### config.mk
export PLATFORM = sky130hd
export DESIGN_NAME = fu_alu_pipe
export DESIGN_NICKNAME = d
export VERILOG_FILES = /design/src/rtl/fu_alu_pipe.sv
export SDC_FILE = /design/constraint.sdc
export NUM_CORES = 1
export LEC_CHECK = 0
export CAP_MARGIN = 20
export CORE_MARGIN = 3
export CORE_UTILIZATION = 53
export DETAILED_ROUTE_END_ITERATION = 10
export GPL_TIMING_DRIVEN = 0
export PLACE_DENSITY = 0.9
export SLEW_MARGIN = 15
export SYNTH_ARGS = -nofsm -noshare
export SYNTH_HDL_FRONTEND = slang
export SYNTH_SLANG_ARGS = --single-unit
### constraint.sdc
create_clock -name clk -period 4.2 [get_ports clk]
set_input_delay 0.84 -clock clk [delete_from_list [all_inputs] [get_ports clk]]
set_output_delay 0.84 -clock clk [all_outputs]
set_load 0.005 [all_outputs]
### src/rtl/fu_alu_pipe.sv
// Pipelined ADD/SUB/SLT/SLTU unit with tag carry-through; result valid LATENCY cycles after accept.
// Global stall when the head is not taken (in_ready = ~stall); flush kills everything in flight.
module fu_alu_pipe #(
  parameter int DATA_WIDTH = 32,
  parameter int LATENCY    = 3,
  parameter int TAG_WIDTH  = 6
) (
  input  logic                  clk,
  input  logic                  rst,
  input  logic                  flush,
  input  logic                  in_valid,
  output logic                  in_ready,
  input  logic [1:0]            op,
  input  logic [DATA_WIDTH-1:0] data_0,
  input  logic [DATA_WIDTH-1:0] data_1,
  input  logic [TAG_WIDTH-1:0]  tag_in,
  output logic                  out_valid,
  input  logic                  out_ready,
  output logic [DATA_WIDTH-1:0] result,
  output logic [TAG_WIDTH-1:0]  tag_out,
  output logic                  idle
);

  typedef struct packed {
    logic                  vld;
    logic [TAG_WIDTH-1:0]  tag;
    logic [DATA_WIDTH-1:0] res;
  } stage_t;

  stage_t                stg [LATENCY];
  logic                  stall;
  logic                  accept;
  logic                  any_vld;
  logic [DATA_WIDTH-1:0] alu_res;

  assign stall     = stg[LATENCY-1].vld & ~out_ready;
  assign in_ready  = ~stall;
  assign accept    = in_valid & in_ready & ~flush;
  assign out_valid = stg[LATENCY-1].vld;
  assign result    = stg[LATENCY-1].res;
  assign tag_out   = stg[LATENCY-1].tag;
  assign idle      = ~any_vld & ~in_valid;

  always_comb begin
    alu_res = '0;
    case (op)
      2'b00: alu_res = data_1 + data_0;
      2'b01: alu_res = data_1 - data_0;
      2'b10: alu_res[0] = $signed(data_1) < $signed(data_0);
      default: alu_res[0] = data_1 < data_0;
    endcase
  end

  always_comb begin
    any_vld = 1'b0;
    for (int i = 0; i < LATENCY; i++) any_vld = any_vld | stg[i].vld;
  end

  // Priority: reset, then flush (overrides stall), then global stall hold, then advance.
  always_ff @(posedge clk) begin
    if (rst) begin
      for (int i = 0; i < LATENCY; i++) stg[i] <= '0;
    end else if (flush) begin
      for (int i = 0; i < LATENCY; i++) stg[i].vld <= 1'b0;
    end else if (!stall) begin
      stg[0].vld <= accept;
      stg[0].tag <= tag_in;
      stg[0].res <= alu_res;
      for (int i = 1; i < LATENCY; i++) stg[i] <= stg[i-1];
    end
  end

endmodule

==> results.txt <==
Outcome: complete, no violations
Initial DRC count: 825
P per Cell Area: 358 nW/um2
Sinks on Clock Net: 117
Worst relative slew slack: 53.0%
HP Class: reg -> reg
Syn Inst Count: 842
Critical Path RT: 4.33 ns
DRC Markers: 0
Vias in the first global route: 6359
Via count: 6882
Postcts setup bufs: 0
Top_reg_cell synth: edfxtp_1
Internal reg-to-reg setup slack: 1.75 ns
Initial DRT Pass Iterations: 6
Type of origin of the critical path: input port
Critical path type: in -> reg
Cell variety after synth: 70
Reg2reg end: stg[0][29]$_SDFFCE_PN0P_
Initial antenna violation count: 0
Area Growth Syn to Fin: 24.8%
Fin. Hold Viols: 0
Leak: 0.00443 uW
Layout cells sized above 1: 9.09%
Post-DP HPWL: 15000 um
FFs w/ async S/R, synth: 0%
IO Port Bufs: 116
Post-place setup slack: 0.104 ns
Largest register by flop count: stg
Die width: 130 um
Hold Path Stages: 1
Gr ovfl total: 0
H-tree levels: 4
Clk pin slew, worst setup/hold paths: 0.05 ns
Number of CTS-inserted buffers: 17
Hold EP: stg[0][84]$_SDFFCE_PN0P_
Tot GR Track Use: 23.9%
Row Count: 44
Max-cap violations: 0
Endpoints failing setup: 0
Post-synth EDFFs: 117
Starting Density: 55.2%
DIE AREA: 16900 um2
Vias per cell: 5.86
Yosys top cell area share: 43.2%
Worst-margin pin slew: 0.705 ns
Hold_buf cts: 0
Yosys Warn Count: 0
Hold Crit Start: stg[0][45]$_SDFFCE_PN0P_
Setup TNS: 0 ns
Fin nets: 1120
Mean post-synth cell area: 9.67 um2
R2R cell count: 4
Global-route wire length before repair: 31900 um
Cell Area, Synth: 8140 um2
Synth Register Bits: 117
Tcrit/Tclk final: 89.1%
Post-synthesis sequential area ratio: 43.2%
Clk_skew: 0.00676 ns
Fmax: 267 MHz
Worst Path Arrival: 3.87 ns
Biggest regs: stg: 117 flops
Mapped Nets: 984
GP Congestion: 0.936
VDD IR max: 0.300 mV
Final Max Slew Viols: 0
Drt wl/cell: 17.1 um
Worst setup EP type: flip-flop
Io pins: 118
Final Core Density: 68.8%
Largest net degree at the start of global routing: 64
Top post-synthesis cells by count: edfxtp_1, and3_1, nor2_1
Top cells by area, synth: edfxtp_1, ha_1, and3_1
DIE HEIGHT: 130 um
Crit Path Max Fanout: 10
Hold_ws: 0.534 ns
R2R Path Start: stg[0][116]$_SDFFCE_PN0P_
Core area: 14800 um2
Final worst path period need: 3.74 ns
CTS root buf: clkbuf_16
Largest register FFs: 117
Power Total: 3640 uW
PostCTS Resize Cnt: 0
Diode count: 0
Antenna-violating nets left: 0
Unrepaired setup endpoints after global routing: no
Top-count cell post-synth: edfxtp_1
DRT Wirelength: 20000 um
Clock Latency Late Sink: 0.40 ns
CTS tree: done
Cell taking the most area after synthesis: edfxtp_1
Clock Path Buffers: 2
Setup ws final: 0.457 ns
## through the flow
step | instances | area [um2]
after floorplan | 842 | 8140
after global placement | 1142 | 9530
after detailed placement | 1143 | 9560
after CTS | 1174 | 10200
after global routing | 1174 | 10200
final | 1174 | 10200
## worst max-delay path: stages
cell	delay, ns
clkdlybuf4s50_1	0.48
inv_1	0.05
ha_1	0.29
clkbuf_1	0.39
inv_1	0.18
a21oi_1	0.29
or2_2	0.18
o211ai_1	0.15
o211ai_2	0.31
a21oi_1	0.15
o41ai_2	0.36
o21a_1	0.17
nor3_1	0.04
## metal layers
metal | global-route usage (%) | vias to the layer above | share of wire (%)
li1 | - | 3302 | -
met5 | 0 | - | 0
met1 | 32.4 | 3246 | 44
met3 | 3.68 | 36 | 6.2
met4 | 6.11 | 0 | 1.6
met2 | 40.4 | 298 | 48
## final cells by class
class / count / area, um2
buffer: 85 / 468
clock buffer: 20 / 437
clock inverter: 11 / 159
fill: 1151 / 4600
inverter: 67 / 251
multi-input combinational: 573 / 3910
sequential: 117 / 3510
tap: 184 / 230
timing repair buffer: 117 / 1190
## placed cells by master (no fill, tap or decap), drive strengths merged, types with 8 or more instances in the layout
cell / n
and3: 90
inv: 66
xnor2: 20
nand2: 45
a31oi: 12
a21o: 10
buf: 45
o21ai: 30
nor3: 22
nor2b: 13
nand2b: 8
edfxtp: 117
a21oi: 63
ha: 63
nand3: 9
o21bai: 14
clkdlybuf4s50: 116
clkbuf: 61
nor4: 8
nor2: 67
## power breakdown
| group | internal (uW) | switching, uW | total (uW) |
|---|---|---|---|
| Combinational | 356 | 427 | 783 |
| Clock | 980 | 465 | 1450 |
| Sequential | 1390 | 22.8 | 1410 |
| Total | 2720 | 915 | 3640 |
## worst max path at each step
stage,start,end,slack [ns],cells after the start
6_report,data_0[15],stg[0][26]$_SDFFCE_PN0P_,0.46,13
5_1_grt,data_0[2],stg[0][28]$_SDFFCE_PN0P_,0.17,12
4_1_cts,data_0[0],stg[0][0]$_SDFFCE_PN0P_,0.52,12
3_5_place_dp,data_0[2],stg[0][24]$_SDFFCE_PN0P_,0.10,12
3_3_place_gp,data_0[2],stg[0][24]$_SDFFCE_PN0P_,0.06,12
2_1_floorplan,data_1[0],stg[0][30]$_SDFFCE_PN0P_,0.99,13
## cells by family (layout without fill, tap and decap cells)
logic type / Yosys count / after routing / share of synthesized area, %
flip-flops: 117 / 117 / 43.2
buffers and inverters: 152 / 300 / 8.84
AO/OA/AOI/OAI: 195 / 195 / 16.5
adder cells (fa/ha/maj): 65 / 65 / 10.2
multiplexers: 3 / 3 / 0.369
XOR/XNOR: 24 / 24 / 2.58
AND/OR/NAND/NOR: 286 / 286 / 18.4
No activity file was read; power rests on OpenSTA's default activity.
